==> src/rtl/raycast_pkg.sv <==
// Shared raycaster definitions: screen geometry defaults, Q6.10 constants and
// the row classification used by the column renderer.
package raycast_pkg;

    localparam int DEF_SCREEN_H = 480;
    localparam int DEF_ROW_W    = 10;

    localparam int          FRAC_BITS = 10;
    localparam logic [15:0] ONE       = 16'h0400;

    typedef enum logic [1:0] {
        REG_CEIL  = 2'd0,
        REG_WALL  = 2'd1,
        REG_FLOOR = 2'd2
    } region_t;

endpackage

==> src/rtl/column_region_cmp.sv <==
// Classifies a screen row against a wall column span [top, bottom).
module column_region_cmp
    import raycast_pkg::*;
#(
    parameter int ROW_W = DEF_ROW_W
) (
    input  logic [ROW_W-1:0] i_row,
    input  logic [ROW_W-1:0] i_top,
    input  logic [ROW_W-1:0] i_bottom,
    output region_t          o_region
);

    always_comb begin
        o_region = REG_FLOOR;
        if (i_row < i_top) begin
            o_region = REG_CEIL;
        end else if (i_row < i_bottom) begin
            o_region = REG_WALL;
        end
    end

endmodule

==> src/rtl/wall_height_stage.sv <==
// Turns a Q6.10 reciprocal distance into a screen-clamped wall column through a
// two-stage valid/ready pipeline, and classifies a row against the shown column.
module wall_height_stage
    import raycast_pkg::*;
#(
    parameter int SCREEN_H = DEF_SCREEN_H,
    parameter int ROW_W    = DEF_ROW_W
) (
    input  logic             clk,
    input  logic             rst_n,
    input  logic [15:0]      i_recip,
    input  logic             i_sat,
    input  logic             i_valid,
    output logic             o_ready,
    output logic             o_valid,
    input  logic             i_ready,
    output logic [ROW_W-1:0] o_height,
    output logic [ROW_W-1:0] o_top,
    output logic [ROW_W-1:0] o_bottom,
    output logic             o_clamped,
    input  logic [ROW_W-1:0] i_row,
    output logic [1:0]       o_region
);

    localparam logic [ROW_W-1:0] H_ROWS = ROW_W'(SCREEN_H);

    logic             r_s1_valid;
    logic [24:0]      r_s1_prod;
    logic             r_s1_sat;
    logic             r_s1_neg;
    logic             r_o_valid;
    logic [ROW_W-1:0] r_height;
    logic [ROW_W-1:0] r_top;
    logic [ROW_W-1:0] r_bottom;
    logic             r_clamped;
    region_t          r_region;

    logic             w_s2_load;
    logic             w_s1_load;
    logic [24:0]      w_prod;
    logic [14:0]      w_raw;
    logic [ROW_W-1:0] w_height;
    logic             w_clamped;
    logic [ROW_W-1:0] w_top;
    logic [ROW_W-1:0] w_bottom;
    region_t          w_region;

    assign w_s2_load = !r_o_valid || i_ready;
    assign w_s1_load = !r_s1_valid || w_s2_load;
    assign o_ready   = w_s1_load;

    assign w_prod = 25'(i_recip[14:0]) * 25'(SCREEN_H);
    assign w_raw  = r_s1_prod[24:10];

    // Saturation wins over sign, sign wins over the magnitude clamp.
    always_comb begin
        w_height  = ROW_W'(w_raw);
        w_clamped = 1'b0;
        if (r_s1_sat) begin
            w_height  = H_ROWS;
            w_clamped = 1'b1;
        end else if (r_s1_neg) begin
            w_height  = '0;
        end else if (w_raw > 15'(SCREEN_H)) begin
            w_height  = H_ROWS;
            w_clamped = 1'b1;
        end
    end

    assign w_top    = (H_ROWS - w_height) >> 1;
    assign w_bottom = w_top + w_height;

    always_ff @(posedge clk or negedge rst_n) begin
        if (!rst_n) begin
            r_s1_valid <= 1'b0;
            r_s1_prod  <= '0;
            r_s1_sat   <= 1'b0;
            r_s1_neg   <= 1'b0;
        end else if (w_s1_load) begin
            r_s1_valid <= i_valid;
            r_s1_prod  <= w_prod;
            r_s1_sat   <= i_sat;
            r_s1_neg   <= i_recip[15];
        end
    end

    // Column data only changes when a real stage-1 entry moves forward, so the
    // last column stays on the outputs for row classification after draining.
    always_ff @(posedge clk or negedge rst_n) begin
        if (!rst_n) begin
            r_o_valid <= 1'b0;
            r_height  <= '0;
            r_top     <= '0;
            r_bottom  <= '0;
            r_clamped <= 1'b0;
        end else if (w_s2_load) begin
            r_o_valid <= r_s1_valid;
            if (r_s1_valid) begin
                r_height  <= w_height;
                r_top     <= w_top;
                r_bottom  <= w_bottom;
                r_clamped <= w_clamped;
            end
        end
    end

    column_region_cmp #(
        .ROW_W (ROW_W)
    ) u_region_cmp (
        .i_row    (i_row),
        .i_top    (r_top),
        .i_bottom (r_bottom),
        .o_region (w_region)
    );

    always_ff @(posedge clk or negedge rst_n) begin
        if (!rst_n) begin
            r_region <= REG_CEIL;
        end else begin
            r_region <= w_region;
        end
    end

    assign o_valid   = r_o_valid;
    assign o_height  = r_height;
    assign o_top     = r_top;
    assign o_bottom  = r_bottom;
    assign o_clamped = r_clamped;
    assign o_region  = r_region;

endmodule
==> config.mk <==
export PLATFORM = sky130hd
export DESIGN_NAME = wall_height_stage
export DESIGN_NICKNAME = d
export VERILOG_FILES = /design/src/rtl/raycast_pkg.sv /design/src/rtl/column_region_cmp.sv /design/src/rtl/wall_height_stage.sv
export SDC_FILE = /design/constraint.sdc
export NUM_CORES = 1
export LEC_CHECK = 0
export ABC_AREA = 1
export BUFFER_PORTS_ARGS = -buffer_cell sky130_fd_sc_hd__buf_2
export CAP_MARGIN = 0
export CORE_UTILIZATION = 60
export CTS_BUF_LIST = sky130_fd_sc_hd__clkbuf_2 sky130_fd_sc_hd__clkbuf_4 sky130_fd_sc_hd__clkbuf_8
export CTS_CLUSTER_SIZE = 28
export DETAILED_ROUTE_END_ITERATION = 6
export GPL_ROUTABILITY_DRIVEN = 0
export PLACE_DENSITY_LB_ADDON = 0.15
export SLEW_MARGIN = 20
export SYNTH_ARGS = -nofsm -noshare
export SYNTH_HDL_FRONTEND = slang
export SYNTH_HIERARCHICAL = 1
export SYNTH_SLANG_ARGS = --single-unit
==> constraint.sdc <==
create_clock -name clk -period 3.2 [get_ports clk]
set_input_delay 0 -clock clk [delete_from_list [all_inputs] [get_ports clk]]
set_output_delay 0 -clock clk [all_outputs]
set_load 0.01 [all_outputs]
==> flow_summary_export.csv, run 1 <==
group,metric,value,unit
worst_setup_path,r2r_slack,0.17,ns
drt,antenna_left,0,
die,chipHeight,87.5,um
yosys,synth_warnings,6,
min_path,hp-class,"in2async",
drt,drt-initial-drc-count,155,
yosys,yosysSeqAreaShare,26.8,%
timing,final_max_slew_viol_count,0,
global_routing,gr-total-overflow,0,
clock_network,cts_tree,"done",
pwr,ir_drop,0.257,mV
worst_setup_path,cp_max_fo,8,
yosys,postSynthCellCount,567,
place,placed_cells,720,
timing,max_freq,330,MHz
global_routing,antenna_found_initial,0,
worst_setup_path,r2r_start,"r_s1_prod[14]$_DFFE_PN0P_",
run,cap_viol_max_count,0,
global_routing,grt_max_degree,48,
worst_setup_path,crit_type,"reg2reg",
place,hpwl,6970,um
drt,wl_per_cell,12.0,um
worst_setup_path,crit_arrival,3.27,ns
yosys,yosysTopAreaCell,"dfrtp_1",
timing,setup_viol,0,
worst_setup_path,cp-start-kind,"flop",
layout,design_area,5010,um2
layout,fin_util,72.1,%
global_routing,grt_usage,24.9,%
timing,tightestPinTransition,0.646,ns
run_status,status,"finished, final reports clean",
layout,layout_common_cells,"158 x nand2_1, 77 x inv_1, 63 x buf_2, 47 x dfrtp_1, 46 x ha_1",
layout,layout-drive-gt1-share,20.0,%
clock_network,htree_levels,2,
clock_network,clkLatencyLatePin,0.30,ns
die,die_area,7650,um2
drt,drc,0,
worst_setup_path,crit_required,3.44,ns
clock_network,cts_num_sinks,47,
layout,final_nets,742,
layout,nFillCells,560,
layout,final_common_cell,"nand2_1",
drt,via_count,3785,
drt,via_per_inst,5.15,
worst_setup_path,crit_start,"r_s1_prod[14]$_DFFE_PN0P_",
timing,max-slew-margin-rel,56.9,%
yosys,synth_cell_types,40,
timing,min_period_over_period,94.6,%
timing,fin_skew,0.00928,ns
clock_network,cts_buffer_depth,2,
pwr,p_leak,2.72,nW
worst_setup_path,r2r_end,"o_bottom[9]$_DFFE_PN0P_",
die,start_util,63.1,%
clock_network,root_buffer,"clkbuf_8",
place,port_buffers,64,
global_routing,grt_pass1_wl,15200,um
die,ios,66,
die,core-area,6940,um2
worst_setup_path,ff2ff_path_depth,18,
timing,finalHoldViolCount,0,
yosys,netlist_area,4380,um2
drt,dr.pass1.iters,4,
clock_network,cts_made_buffers,5,
timing,final_period_minus_worst_setup_slack,3.03,ns
clock_network,path_clk_slew,0.09,ns
global_routing,grt_pass1_vias,3705,
layout,area_growth,14.2,%
place,place_area,4780,um2
yosys,synth_top_area_share,26.8,%
yosys,ys_ff_latch,47,
worst_setup_path,critPathCaptureType,"flop",
layout,num_antenna_cells,0,
yosys,syn_area_per_cell,7.73,um2
die,die_w,87.5,um
pwr,total_power,2.93,mW
die,rows,30,
pwr,power.density,586,nW/um2
drt,totalWireLength,8840,um
yosys,synth.area.top_cells,"dfrtp_1 27%, nand2_1 14%, ha_1 13%",
layout,instances_no_fill,735,
[where the power goes]
group / switching, mW / total, mW / internal [mW]
combinational: 0.951 / 1.58 / 0.626
sequential: 0.131 / 0.904 / 0.773
clock: 0.198 / 0.451 / 0.253
total: 1.28 / 2.93 / 1.65
[per-layer routing]
layer	track usage (%)	vias up	share of wire, %	wire length [um]
met5	0	-	0	0
met4	8.49	0	1.9	172
met3	2.75	20	2.9	257
met2	49.1	88	53	4700
met1	27.2	1745	42	3710
li1	-	1932	-	-
[synth_stat cells]
master and count:
dfrtp_1 47, ha_1 47, fa_1 26, nor3_2 1, buf_6 1, o31ai_1 1, xor2_1 5, a21o_1 3
nand3_4 1, a21oi_2 2, inv_1 77, nand2_2 15, or2_2 3, o21ai_0 29, nand3b_1 1, nand4_1 4
inv_2 6, buf_2 1, o21bai_1 1, nor2_2 6, o211ai_1 1, conb_1 1, buf_4 5, o21ai_1 6
nand2_1 159, clkinv_2 1, nor2_1 36, o31ai_2 1, clkinv_1 1, nor3_1 2, a31oi_1 5, nand3_1 26
clkbuf_1 5, or2_0 1, o22ai_1 2, nand3_2 6, o2111ai_1 2, nand2_4 3, xnor2_1 8, a21oi_1 19
[sequential cells by signal (all words and copies together), names as in the netlist]
register / cells
r_s1_sat: 1
o_bottom: 7
o_top: 9
o_height: 10
r_s1_neg: 1
o_clamped: 1
r_s1_prod: 14
r_s1_valid: 1
o_region: 2
o_valid: 1
[stage by stage]
stage / setup WS, ns / hold slack (ns) / setup TNS, ns
6_report: 0.172 / 0.219 / 0
5_1_grt: -0.113 / 0.288 / -0.151
4_1_cts: 0.138 / 0.241 / 0
3_5_place_dp: 0.0849 / 0.201 / 0
3_3_place_gp: 0.166 / 0.193 / 0
2_1_floorplan: 0.411 / -0.296 / 0
[logic make-up after synthesis]
logic type / count (synthesis) / synth area share (%)
and+or+nand+nor: 264 / 27.0
xor gates and xnor gates: 13 / 2.60
adders and majority gates: 73 / 25.3
DFF: 47 / 26.8
AOI/OAI and AO/OA: 72 / 9.28
buffers and inverters: 97 / 8.96
other: 1 / 0.0855
[repair_timing]
| item | 4_1_cts | 5_1_grt |
|---|---|---|
| endpoints found under the setup margin | 0 | 3 |
| hold buffers | 5 | 0 |
| endpoints found under the hold margin | 51 | 0 |
| buffers inserted | 0 | 2 |
| resized for setup | 0 | 9 |
[cell type report]
| type | count | area [um2] | area share [%] |
|---|---|---|---|
| Clock inverter | 2 | 35.0 | 0.700 |
| Multi-Input combinational cell | 425 | 2860 | 57.2 |
| Clock buffer | 6 | 82.6 | 1.65 |
| Tap cell | 96 | 120 | 2.40 |
| Sequential cell | 47 | 1180 | 23.5 |
| Inverter | 85 | 320 | 6.40 |
| Timing Repair Buffer | 74 | 410 | 8.20 |
[worst max-delay path by stage]
stage	to	slack, ns	cells past startpoint
6_report	o_bottom[9]$_DFFE_PN0P_	0.17	18
5_1_grt	o_bottom[9]$_DFFE_PN0P_	-0.11	21
4_1_cts	o_bottom[9]$_DFFE_PN0P_	0.14	18
3_5_place_dp	r_s1_prod[22]$_DFFE_PN0P_	0.08	22
3_3_place_gp	r_s1_prod[22]$_DFFE_PN0P_	0.17	22
2_1_floorplan	r_s1_prod[22]$_DFFE_PN0P_	0.41	21
[worst max-delay path, cell delays in order, from the launching register on]
cell     delay (ns)
dfrtp_1        0.43
nor2_1         0.11
nand2_1        0.06
nor2_1         0.13
nand2_1        0.11
nand2_4        0.14
buf_4          0.16
nand2_4        0.06
ha_2           0.22
nand3_2        0.13
nand4_1        0.14
xor2_1         0.17
ha_1           0.36
inv_1          0.11
nor3_2         0.25
nand3_1        0.16
nand3_1        0.10
nand2_1        0.05
nand2_1        0.08
No activity file was read; power rests on OpenSTA's default activity.
==> run 2, diff against run 1 <==
--- a/config.mk
+++ b/config.mk
@@ -8,12 +8,12 @@
 export ABC_AREA = 1
 export BUFFER_PORTS_ARGS = -buffer_cell sky130_fd_sc_hd__buf_2
 export CAP_MARGIN = 0
-export CORE_UTILIZATION = 60
+export CORE_UTILIZATION = 65
 export CTS_BUF_LIST = sky130_fd_sc_hd__clkbuf_2 sky130_fd_sc_hd__clkbuf_4 sky130_fd_sc_hd__clkbuf_8
 export CTS_CLUSTER_SIZE = 28
 export DETAILED_ROUTE_END_ITERATION = 6
 export GPL_ROUTABILITY_DRIVEN = 0
-export PLACE_DENSITY_LB_ADDON = 0.15
+export PLACE_DENSITY = 0.89
 export SLEW_MARGIN = 20
 export SYNTH_ARGS = -nofsm -noshare
 export SYNTH_HDL_FRONTEND = slang
==> constraint.sdc (replaced) <==
create_clock -name clk -period 3.7 [get_ports clk]
set_input_delay 0 -clock clk [delete_from_list [all_inputs] [get_ports clk]]
set_output_delay 0 -clock clk [all_outputs]
set_load 0.01 [all_outputs]
==> run 2 against run 1 <==
Effect of this change:
- the flow now finishes with violations (DRC)
- hold slack improved by 0.0031 ns
- clock skew increased by 0.0030 ns
- sequential share of layout area increased by 0.39 points
- final cell count is 3.0% lower
- wire length increased by 9.8%
- non-clock buffer count down 3
- critical path type unchanged
- global-route usage grew 5.3 points
- register-to-register slack gained 0.33 ns
==> flow_summary_export.csv, run 2 (same netlist as run 1, synthesis figures left out) <==
group,metric,value,unit
worst_setup_path,cp-start-kind,"flop",
clock_network,cts_tree,"done",
timing,fin_skew,0.0123,ns
layout,design_area,4920,um2
worst_setup_path,r2r_slack,0.51,ns
min_path,hp-class,"in2async",
run_status,violations,"DRC",
drt,antenna_left,0,
worst_setup_path,crit_required,3.89,ns
global_routing,gr-total-overflow,0,
timing,fin_ws,0.505,ns
timing,max_freq,313,MHz
worst_setup_path,cp_max_fo,11,
die,die_area,7080,um2
drt,via_count,3992,
layout,layout_common_cells,"159 x nand2_1, 77 x inv_1, 63 x buf_2, 47 x ha_1, 47 x dfrtp_1",
timing,max-slew-margin-rel,56.7,%
place,port_buffers,64,
worst_setup_path,ff2ff_path_depth,20,
die,start_util,68.3,%
worst_setup_path,cp_slowest_stage_delay,0.43,ns
run,cap_viol_max_count,0,
timing,tightestPinTransition,0.648,ns
worst_setup_path,r2r_end,"o_bottom[8]$_DFFE_PN0P_",
drt,dr.pass1.iters,7,
worst_setup_path,cpMostUsedCell,"nand2_1",
layout,fin_util,76.7,%
global_routing,grt_pass1_vias,4048,
clock_network,cts_made_buffers,5,
layout,num_antenna_cells,0,
drt,totalWireLength,9710,um
timing,setup_viol,0,
timing,min_period_over_period,86.3,%
layout,largest_reg_flops,14,
worst_setup_path,r2r_start,"r_s1_prod[14]$_DFFE_PN0P_",
die,die_w,84.1,um
timing,rsz0062_at_grt,"no",
layout,final_nets,739,
clock_network,post_cts_resized,0,
layout,final_common_cell,"nand2_1",
pwr,ir_drop,0.365,mV
worst_setup_path,crit_type,"reg2reg",
global_routing,antenna_found_initial,0,
pwr,power.density,521,nW/um2
global_routing,grt_max_degree,48,
pwr,p_leak,2.69,nW
die,ios,66,
clock_network,clkLatencyLatePin,0.31,ns
clock_network,ctsHoldBuffers,5,
clock_network,cts_setup_buffers,0,
global_routing,grt_usage,30.2,%
layout,seq_area,1180,um2
clock_network,cts_num_sinks,47,
run_status,status,"finished with violations",
layout,multi_input_area,2820,um2
die,rows,29,
worst_setup_path,path_cells,"nor2_1 -> nand2_1 -> nor2_1 -> nand2_1 -> nand2_2 -> nand2_1 -> ha_1 -> nand3_2 -> nand2_1 -> xnor2_1 -> ha_1 -> inv_1 -> o21ai_0 -> nand2_1 -> nand2_1 -> a21oi_1 -> nand2_1 -> nand2_1 -> nand3_1 -> nand2_1",
drt,via_per_inst,5.60,
global_routing,grt_pass1_wl,17100,um
layout,layout-drive-gt1-share,18.7,%
layout,nFillCells,481,
clock_network,cts_buffer_depth,2,
timing,setup_tns,0,ns
drt,drt-initial-drc-count,226,
place,hpwl,7770,um
die,chipHeight,84.1,um
worst_setup_path,crit_arrival,3.39,ns
clock_network,htree_levels,2,
timing,final_max_slew_viol_count,0,
worst_setup_path,slowest_stage,"dfrtp_1",
layout,max_flop_register,"r_s1_prod",
timing,finalHoldViolCount,0,
die,core-area,6420,um2
clock_network,root_buffer,"clkbuf_8",
timing,final_period_minus_worst_setup_slack,3.19,ns
worst_setup_path,critPathCaptureType,"flop",
drt,drc,11,
place,place_area,4750,um2
clock_network,path_clk_slew,0.09,ns
layout,area_growth,12.3,%
drt,wl_per_cell,13.6,um
place,place_ws,0.449,ns
[run 2: routing by layer]
layer	global-route usage, %	vias to the layer above	share of wire (%)
li1	-	1923	-
met1	37.2	1895	42
met2	52.1	137	49
met3	5.14	37	5.7
met4	13.5	0	3.2
met5	0	-	0
[run 2: critical path, delay by kind of cell, from the launching register on]
kind | cells | cell delay [ns]
DFF | 1 | 0.43
xor gates and xnor gates | 1 | 0.15
adders and majority gates | 2 | 0.65
and+or+nand+nor | 14 | 1.45
AOI/OAI and AO/OA | 2 | 0.33
buffers and inverters | 1 | 0.07
[run 2: layout make-up]
class                      count  area share (%)
clock buffer                   6            1.68
clock inverter                 2           0.788
inverter                      85            6.50
multi-input combinational    425            57.3
sequential                    47            23.9
tap                           77            1.96
timing repair buffer          71            7.88
[run 2: power by group]
part / switching, mW / internal, mW
sequential: 0.113 / 0.668
clock: 0.180 / 0.222
combinational: 0.855 / 0.525
total: 1.15 / 1.42
[run 2: worst max path at each step]
| stage | startpoint | endpoint | slack [ns] | cells after the start |
|---|---|---|---|---|
| global route | r_s1_prod[21]$_DFFE_PN0P_ | o_bottom[8]$_DFFE_PN0P_ | 0.23 | 20 |
| global placement | i_recip[0] | r_s1_prod[22]$_DFFE_PN0P_ | 0.66 | 22 |
| finish | r_s1_prod[14]$_DFFE_PN0P_ | o_bottom[8]$_DFFE_PN0P_ | 0.51 | 20 |
| CTS | r_s1_prod[14]$_DFFE_PN0P_ | o_bottom[8]$_DFFE_PN0P_ | 0.55 | 20 |
| floorplan | i_recip[0] | r_s1_prod[22]$_DFFE_PN0P_ | 0.91 | 21 |
| detailed placement | i_recip[0] | r_s1_prod[22]$_DFFE_PN0P_ | 0.45 | 22 |
[run 2: metrics by stage]
stage,power [mW],hold slack (ns),std cells
after floorplan,1.76,-0.296,569
after global placement,2.05,0.202,700
after detailed placement,2.13,0.206,700
after CTS,2.56,0.209,713
after global routing,2.80,0.272,713
final,2.56,0.222,713
==> run 3, diff against run 2 <==
==> constraint.sdc (replaced) <==
create_clock -name clk -period 3.7 [get_ports clk]
set_input_delay 0.185 -clock clk [delete_from_list [all_inputs] [get_ports clk]]
set_output_delay 0.185 -clock clk [all_outputs]
set_load 0.01 [all_outputs]
==> run 3 against run 2 <==
Effect of this change:
- the run still ends with DRC left
- die area unchanged
- combinational power about the same
- sequential power about the same
- sequential share of layout area increased by 0.31 points
- first-iteration DRC count increased by 27%
- count of clock-buffer cells in the layout unchanged
- maximum frequency decreased by 0.55%
- non-clock buffer count decreased by 4
- utilization decreased by 0.97 points
- largest cell class unchanged
- highest routed layer unchanged
==> flow_summary_export.csv, run 3 (same netlist as run 1, synthesis figures left out) <==
group,metric,value,unit
pwr,p_sw,1.13,mW
worst_setup_path,crit_required,3.89,ns
pwr,pwr-share-seq,31.7,%
timing,rsz0062_at_grt,"no",
layout,instances_no_fill,709,
drt,via_per_inst,5.48,
clock_network,cts_buffer_depth,2,
min_path,hp-class,"in2reg",
layout,final_common_cell,"nand2_1",
global_routing,grt_max_degree,48,
die,start_util,68.3,%
run,cap_viol_max_count,0,
timing,min_period_over_period,86.8,%
drt,drt-initial-drc-count,288,
run_status,status,"finished with violations",
layout,largest_reg_flops,14,
drt,antenna_left,0,
worst_setup_path,path_cells,"nor2_1 -> nand2_1 -> nor2_1 -> nand2_1 -> nand2_2 -> nand2_1 -> ha_1 -> nand3_2 -> nand2_1 -> xnor2_1 -> ha_1 -> inv_1 -> o21ai_0 -> nand2_1 -> nand2_1 -> a21oi_1 -> nand3_1 -> nand3_1 -> nand2_1",
global_routing,grt_pass1_wl,16600,um
timing,setup_tns,0,ns
clock_network,clkLatencyLatePin,0.30,ns
layout,num_antenna_cells,0,
die,chipHeight,84.1,um
clock_network,cts_made_buffers,5,
global_routing,grt_pass1_vias,3850,
clock_network,cts_setup_buffers,0,
worst_setup_path,crit_start,"r_s1_prod[14]$_DFFE_PN0P_",
place,hpwl,7620,um
clock_network,cts_num_sinks,47,
pwr,p_leak,2.66,nW
layout,layout_common_cells,"159 x nand2_1, 77 x inv_1, 63 x buf_2, 47 x ha_1, 47 x dfrtp_1",
timing,setup_viol,0,
layout,layout-drive-gt1-share,18.8,%
layout,area_growth,10.9,%
die,die_area,7080,um2
clock_network,cts_tree,"done",
worst_setup_path,r2r_start,"r_s1_prod[14]$_DFFE_PN0P_",
timing,max_freq,311,MHz
pwr,power_frac_comb,55.1,%
clock_network,htree_levels,2,
run_status,violations,"DRC",
layout,max_flop_register,"r_s1_prod",
worst_setup_path,cpMostUsedCell,"nand2_1",
worst_setup_path,crit_arrival,3.40,ns
global_routing,gr-total-overflow,0,
timing,max-slew-margin-rel,57.5,%
timing,tightestPinTransition,0.638,ns
pwr,ir_drop,0.336,mV
global_routing,antenna_found_initial,0,
worst_setup_path,critPathCaptureType,"flop",
die,rows,29,
place,placed_cells,700,
worst_setup_path,crit_type,"reg2reg",
worst_setup_path,cp_max_fo,11,
timing,final_max_slew_viol_count,0,
drt,drc,10,
worst_setup_path,cp_slowest_stage_delay,0.43,ns
timing,final_period_minus_worst_setup_slack,3.21,ns
layout,final_nets,735,
global_routing,grt_usage,28.9,%
clock_network,root_buffer,"clkbuf_8",
timing,finalHoldViolCount,0,
min_path,hp-start,"i_valid",
die,die_w,84.1,um
clock_network,path_clk_slew,0.09,ns
pwr,intPower,1.34,mW
drt,totalWireLength,9430,um
worst_setup_path,slowest_stage,"dfrtp_1",
pwr,switching_share,45.8,%
drt,wl_per_cell,13.3,um
drt,dr.pass1.iters,7,
die,ios,66,
clock_network,post_cts_resized,0,
place,port_buffers,64,
timing,fin_skew,0.00468,ns
drt,via_count,3888,
worst_setup_path,cp-start-kind,"flop",
pwr,power.density,509,nW/um2
die,core-area,6420,um2
pwr,clockPowerShare,13.2,%
## run 3: area by class of cell
cell class | instances | area, um2
clock inverter | 2 | 16.3
multi-input combinational | 425 | 2820
sequential | 47 | 1180
clock buffer | 6 | 82.6
timing repair buffer | 67 | 348
tap | 77 | 96.3
inverter | 85 | 320
fill | 501 | 1560
## run 3: worst paths after layout
check | end | slack [ns] | depth (start not counted)
worst max-delay path | o_bottom[8]$_DFFE_PN0P_ | 0.49 | 19
worst min-delay path | r_s1_valid$_DFFE_PN0P_ | 0.08 | 2
worst max register to register | o_bottom[8]$_DFFE_PN0P_ | 0.49 | 19
worst min register to register | o_clamped$_DFFE_PN0P_ | 0.48 | 2
max in group asynchronous | o_height[8]$_DFFE_PN0P_ | 2.88 | 2
min in group asynchronous | o_region[0]$_DFF_PN0_ | 0.43 | 2
## run 3: worst max-delay path: cells and delay by family, from the launching register on
| kind | cells | cell delay, ns |
|---|---|---|
| xor+xnor | 1 | 0.26 |
| simple gates | 13 | 1.40 |
| flops | 1 | 0.43 |
| fa+ha+maj | 2 | 0.65 |
| buf+inv | 1 | 0.09 |
| compound gates | 2 | 0.26 |
## run 3: metrics by stage
stage	setup WS [ns]	hold WS, ns	util (%)	cell area [um2]	power [mW]
after detailed placement	0.321	0.385	74.0	4750	2.13
after CTS	0.548	0.0717	75.5	4850	2.47
after global placement	0.475	0.387	74.0	4750	2.05
after global routing	0.113	0.0686	75.7	4860	2.71
final	0.487	0.0765	75.7	4860	2.47
after floorplan	0.726	-0.111	-	4390	1.76
## run 3: power by group through the flow
stage / clock, mW / sequential [mW] / combinational (mW)
finish: 0.328 / 0.784 / 1.36
global route: 0.360 / 0.807 / 1.55
CTS: 0.332 / 0.783 / 1.35
detailed placement: 0 / 0.790 / 1.34
global placement: 0 / 0.783 / 1.27
floorplan: 0 / 0.808 / 0.951
## run 3: what timing repair did
action                                 4_1_cts  5_1_grt
hold buffers                                 0        1
setup endpoints to repair                    0        0
endpoints found under the hold margin        0       47
## run 3: per-layer routing
metal	vias to the layer above	wire length [um]	global-route usage, %
met5	-	0	0
met4	0	229	9.72
met3	31	487	4.65
met2	140	4520	50.9
met1	1800	4190	36.3
li1	1917	-	-
